==> src/rtl/serial_addsub.sv <==
// serial_addsub: bit-serial WIDTH-bit adder/subtractor, one bit per clock LSB first, start/busy/done handshake.
module serial_addsub #(
  parameter int WIDTH = 8
) (
  input  logic             clk,
  input  logic             reset,
  input  logic             start,
  input  logic             sub,
  input  logic [WIDTH-1:0] A,
  input  logic [WIDTH-1:0] B,
  output logic             busy,
  output logic             done,
  output logic [WIDTH-1:0] sum,
  output logic             cout,
  output logic             overflow
);
  localparam int CNT_W = $clog2(WIDTH + 1);
  typedef enum logic {IDLE, RUN} state_t;
  state_t           state_q;
  logic [WIDTH-1:0] sha_q, shb_q, sum_q;
  logic [WIDTH-2:0] acc_q;
  logic [CNT_W-1:0] cnt_q;
  logic             c_q, cout_q, ovf_q, busy_q, done_q;
  logic             bit_d, c_d, last;
  logic [WIDTH-1:0] acc_d;
  assign bit_d = sha_q[0] ^ shb_q[0] ^ c_q;
  assign c_d   = (sha_q[0] & shb_q[0]) | (sha_q[0] & c_q) | (shb_q[0] & c_q);
  assign acc_d = {bit_d, acc_q};
  assign last  = cnt_q == CNT_W'(WIDTH - 1);
  // Subtraction feeds ~B with the carry preset to 1, so one full adder serves both modes.
  always_ff @(posedge clk or posedge reset) begin
    if (reset) begin
      state_q <= IDLE;
      sha_q   <= '0;
      shb_q   <= '0;
      acc_q   <= '0;
      cnt_q   <= '0;
      c_q     <= 1'b0;
      sum_q   <= '0;
      cout_q  <= 1'b0;
      ovf_q   <= 1'b0;
      busy_q  <= 1'b0;
      done_q  <= 1'b0;
    end else begin
      done_q <= 1'b0;
      if (state_q == IDLE) begin
        if (start) begin
          sha_q   <= A;
          shb_q   <= sub ? ~B : B;
          c_q     <= sub;
          cnt_q   <= '0;
          acc_q   <= '0;
          busy_q  <= 1'b1;
          state_q <= RUN;
        end
      end else begin
        sha_q <= sha_q >> 1;
        shb_q <= shb_q >> 1;
        c_q   <= c_d;
        acc_q <= acc_d[WIDTH-1:1];
        cnt_q <= cnt_q + 1'b1;
        if (last) begin
          sum_q   <= acc_d;
          cout_q  <= c_d;
          ovf_q   <= c_q ^ c_d;
          done_q  <= 1'b1;
          busy_q  <= 1'b0;
          state_q <= IDLE;
        end
      end
    end
  end
  assign busy     = busy_q;
  assign done     = done_q;
  assign sum      = sum_q;
  assign cout     = cout_q;
  assign overflow = ovf_q;
endmodule

==> config.mk <==
export PLATFORM = sky130hd
export DESIGN_NAME = serial_addsub
export DESIGN_NICKNAME = d
export VERILOG_FILES = /design/src/rtl/serial_addsub.sv
export SDC_FILE = /design/constraint.sdc
export NUM_CORES = 1
export LEC_CHECK = 0
export CAP_MARGIN = 25
export CORE_MARGIN = 4
export CORE_UTILIZATION = 42
export CTS_CLUSTER_DIAMETER = 30
export DETAILED_ROUTE_END_ITERATION = 6
export GPL_TIMING_DRIVEN = 0
export PLACE_DENSITY = 0.66
export SLEW_MARGIN = 15
export SYNTH_ARGS = -nofsm -noshare
export SYNTH_HDL_FRONTEND = slang
export SYNTH_SLANG_ARGS = --single-unit
==> constraint.sdc <==
create_clock -name clk -period 3.4 [get_ports clk]
set_input_delay 0.68 -clock clk [delete_from_list [all_inputs] [get_ports clk]]
set_output_delay 0.68 -clock clk [all_outputs]
set_load 0.02 [all_outputs]
# Yosys cells after proc, flatten, opt, wreduce, memory -nomap -nowiden
# Index checks and enable logic that the tools add are counted.
# W data, S select, Z words.
dict set report word_totals {
  register_bits 41
  in_bits 20
  output_inout_bits 12
  latchBits 0
  mem_bits_ro 0
  ram_bits 0
  memories 0
}
dict set report op_classes {
  n_reduce_logical 3
  muxes 19
  shift 0
  mul 0
  addsub 1
  n_lt_le_gt_ge 0
  bitwise_logic 9
  n_eq_ne 2
  div_mod_pow 0
}
# cell n
set op_table {}
lappend op_table {{$mux W8} 5}
lappend op_table {{$mux W7} 2}
lappend op_table {{$mux W1} 10}
lappend op_table {{$mux W4} 2}
lappend op_table {{$not A8 Y8} 1}
lappend op_table {{$add A4 B1 Y4 const B} 1}
lappend op_table {{$eq A4 B3 Y1 const B} 1}
lappend op_table {{$reduce_and A2 Y1} 2}
lappend op_table {{$and A1 B1 Y1} 3}
lappend op_table {{$xor A1 B1 Y1} 3}
lappend op_table {{$ne A2 B1 Y1 const B} 1}
lappend op_table {{$or A1 B1 Y1} 2}
lappend op_table {{$reduce_bool A2 Y1} 1}

# Logic depth before layout (Yosys ltp)
# Gate-level depths: netlist of run 1.
dict set report logic_depth {
  word_depth 4
  depth_mapped 5
  mapped_depth_nobuf 4
}

# Least setup slack after synthesis of run 1
# Ideal clock, no wire load.
dict set report synth_timing {
  kind {input to register}
  start {input port start}
  end {register shb_q[0]}
  arrival_ps 1369
  cell_stages 4
  n_path_buf 2
  path_slack_ps 1906
  path_cell_list {buf_4 -> nor2b_1 -> buf_6 -> a221o_1}
}
dict set report synth_between {
  elab_chain_len 1
}
# item line_no
set synth_lines {}
lappend synth_lines {{start: declaration} 7} ;# input logic start,
lappend synth_lines {{$reduce_bool A2 Y1 (no source line)} -}
lappend synth_lines {{end signal: assignment} 49} ;# shb_q <= sub ? ~B : B;
lappend synth_lines {{end signal: assignment} 58} ;# shb_q <= shb_q >> 1;
lappend synth_lines {{end: declaration} 20} ;# logic [WIDTH-1:0] sha_q, shb_q, sum_q;
# Every way passes these cells.
# A chain may end at the register's enable or synchronous reset.

# Final worst setup path of run 1
dict set report layout_timing {
  start {register sum_q[5] (netlist: sum[5])}
  end {output port sum[5]}
}
# item line_no
set layout_lines {}
lappend layout_lines {{start: declaration} 20}
lappend layout_lines {{start signal: assignment} 39} ;# sum_q <= '0;
lappend layout_lines {{start signal: assignment} 63} ;# sum_q <= acc_d;
lappend layout_lines {{end: declaration} 13} ;# output logic [WIDTH-1:0] sum,
# No word-level cell between the ends.

==> results of run 1 <==
==> power breakdown <==
| part | switching, mW | leakage (nW) | total, mW | internal, mW |
|---|---|---|---|---|
| clock network | 0.154 | 0.0443 | 0.316 | 0.161 |
| logic | 0.365 | 0.522 | 0.768 | 0.403 |
| registers | 0.131 | 0.535 | 0.813 | 0.683 |
==> kinds of logic after synthesis <==
group                    after synthesis  share of synthesized area
flip-flops                            41                      0.547
AND/OR/NAND/NOR                       40                      0.117
AO/OA/AOI/OAI                         27                     0.0961
multiplexers                          20                      0.127
buffers and inverters                 15                     0.0487
XOR/XNOR                              10                     0.0467
adder cells (fa/ha/maj)                2                     0.0173
==> final cells by class <==
cell class / instances / area share
Clock buffer: 7 / 0.0369
Inverter: 3 / 0.00482
Buffer: 12 / 0.0343
Timing Repair Buffer: 30 / 0.133
Multi-Input combinational cell: 99 / 0.324
Tap cell: 52 / 0.0278
Sequential cell: 41 / 0.439
==> worst max-delay path by stage <==
stage               startpoint  endpoint  slack (ps)  depth (start not counted)
floorplan                reset  acc_q[0]        1770                          1
global placement         reset  sha_q[5]         960                          2
detailed placement        B[3]  shb_q[3]        1690                          3
CTS                     sum[5]    sum[5]        1450                          1
global route              cout      cout        1420                          1
finish                  sum[5]    sum[5]        1470                          1
==> registers in the layout (all words and copies together), names as in the netlist <==
signal    count
cnt_q         4
overflow      1
acc_q         7
sha_q         8
sum           8
c_q           1
busy          1
state_q       1
cout          1
done          1
shb_q         8
==> synthesized netlist by cell type, drive strengths merged <==
cell type / count
xor2: 8
inv: 3
xnor2: 2
buf: 12
nand2b: 6
a221o: 7
ha: 1
nor2b: 1
dfrtp: 41
nor3b: 7
or2b: 1
nand4b: 1
fa: 1
a211oi: 1
nand4: 1
mux2: 9
nor2: 6
mux2i: 11
nand2: 17
a22o: 2
o21ai: 17
==> per-layer routing <==
layer / GRT usage / share of wire / vias to the layer above
met3: 0.0401 / 0.033 / 6
met5: 0 / 0 / -
li1: - / - / 601
met2: 0.237 / 0.49 / 32
met1: 0.187 / 0.46 / 627
met4: 0.0494 / 0.014 / 0
==> impl_results.md, run 1 <==
* Mapped cell area at 1880 um2
* Critical Path, Cell by Cell: clkdlybuf4s50_1
* Core area at 4320 um2
* Min Hold Slack at around 470 ps
* Final cell count without fillers at 244
* # DRC at 0
* Buffers plus inverters on the worst setup path at 1
* Netlist cell types at 25
* Vias in the first global route at 1353
* #FFs+latches synth at a little over 40
* Mean post-synth cell area at between 10 and 15 um2
* Setup Fix Bufs, Post-CTS at 0
* Rel. slew slack at 0.825
* Inserted Clock Buffers at 5
* Synthesis-to-layout area growth at 24.6%
* Leak at around 1.1 nW
* Crit path capture type: output port
* GPL Wtd Cong at around 0.8
* HPWL Detailed at approximately 2700 um
* Max_cap viols at 0
* DRT antenna net count at 0
* Max FO, Critical Path at 2
* Synth area leaders: dfrtp_1 55%, mux2i_1 5.9%, mux2_4 5.6%
* WHS Path Cells at 1
* HP Start: cnt_q[3]
* Clock skew at roughly 7.3 ps
* Sequential cell area fraction in the yosys report at 0.547
* HP Class: reg -> reg
* Yosys top cell by area: dfrtp_1
* Ys Warns at 0
* Pin count of the biggest net entering global routing at 32
* CTS Hold Bufs at 0
* Die Y-Extent at 74.8 um
* Pre-antenna DRT Iters at 4
* Area of the multi-input gates at between 700 and 800 um2
* Tmin final at approximately 1900 ps
* Worst EP required at about 2700 ps
* Root buffer selected by CTS: clkbuf_8
* Starting Density at 0.434
* Reg2Reg Depth at 4
* CTS max path bufs at 2
* Dpl cells at approximately 240
* Worst skew pair latency at slightly below 300 ps
* Routed WL at 3660 um
* IO Pins at 32
* Period utilization at 0.567
* Data arrival, critical path at between 1000 and 1500 ps
* Worst-path clk slew at roughly 80 ps
* Chip Width at approximately 75 um
* Fillcell total at 382
* Global-route wire length before repair at 6210 um
* Final instance area at around 2300 um2
* Worst path top cell family by delay: buffers and inverters
* Setup WS post-layout at about 1500 ps
* Setup violations, final at 0
* Worst R2R End: cout
* Share of cells above drive strength 1 at 0.156
* Via count at around 1300
* Worst slack, placed at 1690 ps
* Critical path launch point type: flip-flop
* Setup_tns at 0 ps
* Fmax at between 500 and 600 MHz
* Cells after synthesis at about 160
* Post_cts resized at 0
* Most common cell after layout, fill and taps aside: dfrtp_1
* Hold EP: cnt_q[3]
* CTS tree: done
* N_diodes at 0
* RR Startpoint: cnt_q[0]
* DP Area at around 2300 um2
* Total gr overflow at 0
* Buffers added on ports at 29
* Power, Total at approximately 1.9 mW
* Drt via density at between 5 and 6
* Final hold violations at 0
* Global Route Usage Sum at 0.145
* Pwr/cell area at approximately 810 nW/um2
* Seq. cell area at approximately 1000 um2
* Row count at 24
* Final Slew Violations at 0
* Most frequent cells in the layout: 41 x dfrtp_1, 29 x clkdlybuf4s50_1, 17 x nand2_1, 16 x o21ai_0, 11 x mux2i_1
* Die ar. at 5600 um2
* WS Path Type: reg -> out
* Outcome: finished clean
* Wire per inst at around 15 um
* Clk sink count at between 40 and 50
* Critical-path top delay cell: clkdlybuf4s50_1
* Synth top area share at 0.547
* Reg2reg setup slack at ~2000 ps
* Largest stage delay, worst path at between 600 and 700 ps
* Post-Syn Nets at ~180
* Peak VDD IR at 0.234 mV
* Initial antenna violation count at 0
* Worst slew pin tran at ~260 ps
* Final Core Density at 0.541
* 1st-iter DRT viols at 87
* Final Net Count at around 210
* H-tree depth at 2
* RSZ-0062 raised after global routing: no
Note: power is estimated with default switching activity, not from simulation.
==> inputs of run 2 (changes only) <==
--- a/config.mk
+++ b/config.mk
@@ -11,7 +11,7 @@
 export CTS_CLUSTER_DIAMETER = 30
 export DETAILED_ROUTE_END_ITERATION = 6
 export GPL_TIMING_DRIVEN = 0
-export PLACE_DENSITY = 0.66
+export PLACE_DENSITY = 0.68
 export SLEW_MARGIN = 15
 export SYNTH_ARGS = -nofsm -noshare
 export SYNTH_HDL_FRONTEND = slang
==> constraint.sdc (replaced) <==
create_clock -name clk -period 1.65 [get_ports clk]
set_input_delay 0.33 -clock clk [delete_from_list [all_inputs] [get_ports clk]]
set_output_delay 0.33 -clock clk [all_outputs]
set_load 0.02 [all_outputs]
==> run 2 against run 1 <==
  * Worst hold slack lost 100 ps
  * Total power grew 110%
  * Non-clock buffer count is the same
  * Utilization grew 0.17 points
  * Global-route usage grew 0.072 points
  * Critical path type unchanged
==> impl_results.md, run 2 (synthesized netlist as in run 1, its figures left out) <==
* Stages on worst setup path at 1 (unchanged)
* Worst slew pin tran at 467 ps (+204 ps)
* Most common cell after layout, fill and taps aside: dfrtp_1
* Leak at 1.11 nW (+0.30%)
* Internal at 2.57 mW (+110%)
* HPWL Detailed at 2640 um (-2.4%)
* Global Route Usage Sum at 0.146 (+0.000724)
* Global-route wire length before repair at 6090 um (-2.0%)
* Buffers added on ports at 29 (unchanged)
* Seq. cell area at 1030 um2 (unchanged)
* Most frequent cells in the layout: 41 x dfrtp_1, 29 x clkdlybuf4s50_1, 17 x nand2_1, 16 x o21ai_0, 11 x mux2i_1
* N_diodes at 0 (unchanged)
* Sequential share of power at 0.428 (about the same)
* Fillcell total at 377 (-1.3%)
* Pwr/cell area at 1660 nW/um2 (+100%)
* Die Y-Extent at 74.8 um (unchanged)
* Chip Width at 74.8 um (unchanged)
* Worst skew pair latency at 290 ps (about the same)
* Worst R2R End: cout
* Pre-antenna DRT Iters at 4 (unchanged)
* Total gr overflow at 0 (unchanged)
* Worst EP required at 1320 ps (-1400 ps)
* 1st-iter DRT viols at 80 (-8.0%)
* Data arrival, critical path at 1250 ps (about the same)
* Inserted Clock Buffers at 5 (unchanged)
* Fmax at about 630 MHz
* CTS max path bufs at 2 (unchanged)
* Reg2reg setup slack at 240 ps (-1760 ps)
* Worst path top cell family by delay: buffers and inverters
* Tmin final at around 1600 ps
* Drt via density at 5.23 (+0.71%)
* Final Core Density at 0.542 (+0.00174)
* RSZ-0062 raised after global routing: no
* Clock network power share at 0.168 (+0.002)
* Final Net Count at 214 (unchanged)
* Setup Fix Bufs, Post-CTS at 0 (unchanged)
* Switching share of power at 0.341 (-0.00158)
* Vias in the first global route at 1289 (-4.7%)
* Final Slew Violations at 0 (unchanged)
* Setup violations, final at 0 (unchanged)
* RR Startpoint: cnt_q[0]
* Clock skew at 2.68 ps (-4.61 ps)
* Worst-path clk slew at 70 ps (about the same)
* Wire per inst at 14.6 um (-2.4%)
* Initial antenna violation count at 0 (unchanged)
* Starting Density at 0.434 (unchanged)
* Max_cap viols at 0 (unchanged)
* Routed WL at 3570 um (-2.4%)
* DP Area at 2260 um2 (+0.33%)
* Root buffer selected by CTS: clkbuf_8
* Row count at 24 (unchanged)
* Psw at 1.33 mW (+100%)
* GPL Wtd Cong at 0.829 (+4.9%)
* Period utilization at 0.958
* Outcome: finished clean
* Final instance area at 2340 um2 (+0.32%)
* IO Pins at 32 (unchanged)
* Reg2Reg Depth at 4 (unchanged)
* Critical-path top delay cell: clkdlybuf4s50_1
* Synthesis-to-layout area growth at 25.0%
* Rel. slew slack at 0.688 (-0.136)
* CP Launch Point: sum[4]
* WS Path Type: reg -> out
* Min Hold Slack at 367 ps (-104 ps)
* Largest stage delay, worst path at 610 ps (about the same)
* Core area at 4320 um2 (unchanged)
* Area of the multi-input gates at 758 um2 (unchanged)
* Final hold violations at 0 (unchanged)
* HP Class: in -> async
* Max FO, Critical Path at 2 (unchanged)
* Critical Path, Cell by Cell: clkdlybuf4s50_1
* Die ar. at 5600 um2 (unchanged)
* H-tree depth at 2 (unchanged)
* Clk sink count at 41 (unchanged)
* Peak VDD IR at 0.705 mV (+200%)
* Via count at 1275 (+0.71%)
* Logic pwr share at 0.404 (about the same)
* Share of cells above drive strength 1 at 0.156 (unchanged)
* # DRC at 0 (unchanged)
* Critical path launch point type: flip-flop
* DRT antenna net count at 0 (unchanged)
* Post_cts resized at 0 (unchanged)
* CTS Hold Bufs at 0 (unchanged)
* Buffers plus inverters on the worst setup path at 1 (unchanged)
* Worst Setup EP: sum[4]
* CTS tree: done
* Crit path capture type: output port
* Pin count of the biggest net entering global routing at 23 (-28%)
-- run 2: cell types whose count changed in the layout (fill, tap and decap cells not counted) --
| cell | previous run | this run |
|---|---|---|
| buf_12 | 1 | 0 |
| buf_16 | 0 | 1 |
-- run 2: per-stage QoR --
stage               power [mW]  worst slack, ps  cells  setup TNS, ps
finish                    3.90             70.1    244              0
global placement          3.19             -420    236         -17150
floorplan                 2.72              331    155              0
detailed placement        3.29              236    237              0
global route              4.18             4.20    244              0
CTS                       3.95             55.0    244              0
-- run 2: worst min-delay path by stage --
| stage | to | from | cells past startpoint | slack [ps] |
|---|---|---|---|---|
| 6_report | busy | reset | 2 | 370 |
| 5_1_grt | busy | reset | 2 | 410 |
| 4_1_cts | busy | reset | 2 | 380 |
| 3_5_place_dp | cnt_q[3] | cnt_q[3] | 1 | 480 |
| 3_3_place_gp | cnt_q[3] | cnt_q[3] | 1 | 450 |
| 2_1_floorplan | cnt_q[3] | cnt_q[3] | 1 | 440 |
-- run 2: power by group through the flow --
stage               clock network (mW)  logic (mW)  registers, mW
floorplan                            0       0.945           1.77
global placement                     0        1.53           1.66
detailed placement                   0        1.60           1.69
CTS                              0.673        1.60           1.67
global route                     0.722        1.72           1.73
finish                           0.653        1.58           1.67
-- run 2: cell type report --
class / count / share of cell area
tap: 52 / 0.0277
multi-input combinational: 99 / 0.323
buffer: 12 / 0.0342
inverter: 3 / 0.00480
clock buffer: 7 / 0.0368
timing repair buffer: 30 / 0.136
sequential: 41 / 0.438
-- run 2: routing by layer --
layer | GRT usage | vias to the layer above | share of wire
met2 | 0.230 | 25 | 0.49
met4 | 0.0593 | 0 | 0.017
met1 | 0.191 | 638 | 0.45
met5 | 0 | - | 0
met3 | 0.0401 | 7 | 0.041
li1 | - | 605 | -
==> patch (flow settings as in run 1) <==
Register the inputs `start`, `sub`, `A` and `B` before use. The logic sees them one clock later.
--- a/src/rtl/serial_addsub.sv
+++ b/src/rtl/serial_addsub.sv
@@ -16,6 +16,19 @@
 );
   localparam int CNT_W = $clog2(WIDTH + 1);
   typedef enum logic {IDLE, RUN} state_t;
+
+  logic start_q;
+  logic sub_q;
+  logic [WIDTH-1:0] A_q;
+  logic [WIDTH-1:0] B_q;
+
+  always_ff @(posedge clk) begin
+    start_q <= start;
+    sub_q   <= sub;
+    A_q     <= A;
+    B_q     <= B;
+  end
+
   state_t           state_q;
   logic [WIDTH-1:0] sha_q, shb_q, sum_q;
   logic [WIDTH-2:0] acc_q;
@@ -44,10 +57,10 @@
     end else begin
       done_q <= 1'b0;
       if (state_q == IDLE) begin
-        if (start) begin
-          sha_q   <= A;
-          shb_q   <= sub ? ~B : B;
-          c_q     <= sub;
+        if (start_q) begin
+          sha_q   <= A_q;
+          shb_q   <= sub_q ? ~B_q : B_q;
+          c_q     <= sub_q;
           cnt_q   <= '0;
           acc_q   <= '0;
           busy_q  <= 1'b1;
Function: changed (a bounded check fails within 4 cycles, from zero or initial values and one cycle with reset high).
==> patch against run 1 <==
Area after synthesis is 18% higher. Cell count increased by 23%. Routed wire length about the same. Sequential cell count rose by 18. Critical path type unchanged. Power increased by 21%. Sequential share of layout area rose by 5.4 points. Final area increased by 20%. Fmax shrank 2.2%. Clock power is 78% higher. Highest routed layer unchanged. Setup slack worse by 0.043 ns.
==> patch: results (changes against run 1) <==
hpwl dp: 2444 um (-9.8%)
post-synth cell types: 26 (+4.0%)
CP startpoint: cout
complex-gate fraction of the synthesized area: 8.338% (-1.3 points)
Num CTS Buffers: 9 (+4)
largest net degree at the start of global routing: 35 (+9.4%)
clk_lat worst skew: 0.34 ns (+0.05 ns)
final non-filler cell total: 299 (+23%)
clock skew: 0.01144 ns (+0.004144 ns)
Worst EP arrival: 1.29 ns (+0.04 ns)
Routed WL per cell: 12.24 um (-18%)
Switching Share: 31.32% (-2.9 points)
Port Buf Inserts: 31 (+6.9%)
CTS Sinks: 59 (+44%)
status: finished clean
Lkg Pwr: 0.001247 uW (+13%)
FFs w/ async S/R, synth: 69.49% (-31 points)
Seq. cell area: 0.001386 mm2 (+35%)
Post-Place Cells: 283 (+19%)
first-pass GRT wire length: 6285 um (+1.2%)
Net count, final: 246 (+15%)
Core Util, Final: 55.05% (+1.0 points)
clock power share: 24.6% (+8.0 points)
net count after synthesis: 203 (+15%)
Non-CTS buffers: 44 (+4.8%)
placed instance area: 0.002639 mm2 (+17%)
worst slew pin tran: 0.3748 ns (+0.1122 ns)
clock buf count: 14 (+7)
top cells by count, synth: dfrtp_1, o21ai_0, dfxtp_1, nand2_1
Initial DRC Count: 45 (-48%)
area of the multi-input gates: 750.7 um2 (-0.99%)
fraction of area in multi-input gates: 26.70% (-5.7 points)
-- patch: cell types whose count changed after synthesis, moves of 2 or more --
cell / run 1 / this run
nand2b_1: 6 / 9
xnor2_1: 2 / 9
a221o_1: 7 / 0
xor2_1: 8 / 0
dfxtp_1: 0 / 18
nor2_1: 6 / 4
a21oi_1: 0 / 7
a22o_1: 2 / 0
mux2i_1: 11 / 9
o21ai_0: 16 / 26
-- patch: final timing paths --
| kind | endpoint | slack, ns |
|---|---|---|
| max | cout | 1.43 |
| min | cnt_q[3] | 0.49 |
| max reg2reg | sum[7] | 2.01 |
| min reg2reg | cnt_q[3] | 0.49 |
| max in group asynchronous | done | 2.39 |
| min in group asynchronous | sha_q[2] | 0.57 |
-- patch: layer usage --
metal  up-vias  global-route usage, %  part of all wire, %
met1       650                  16.16                   45
met2        28                  19.12                   46
met4         0                  10.64                  3.5
met5         -                      0                    0
li1        693                      -                    -
met3        12                  4.372                  5.0
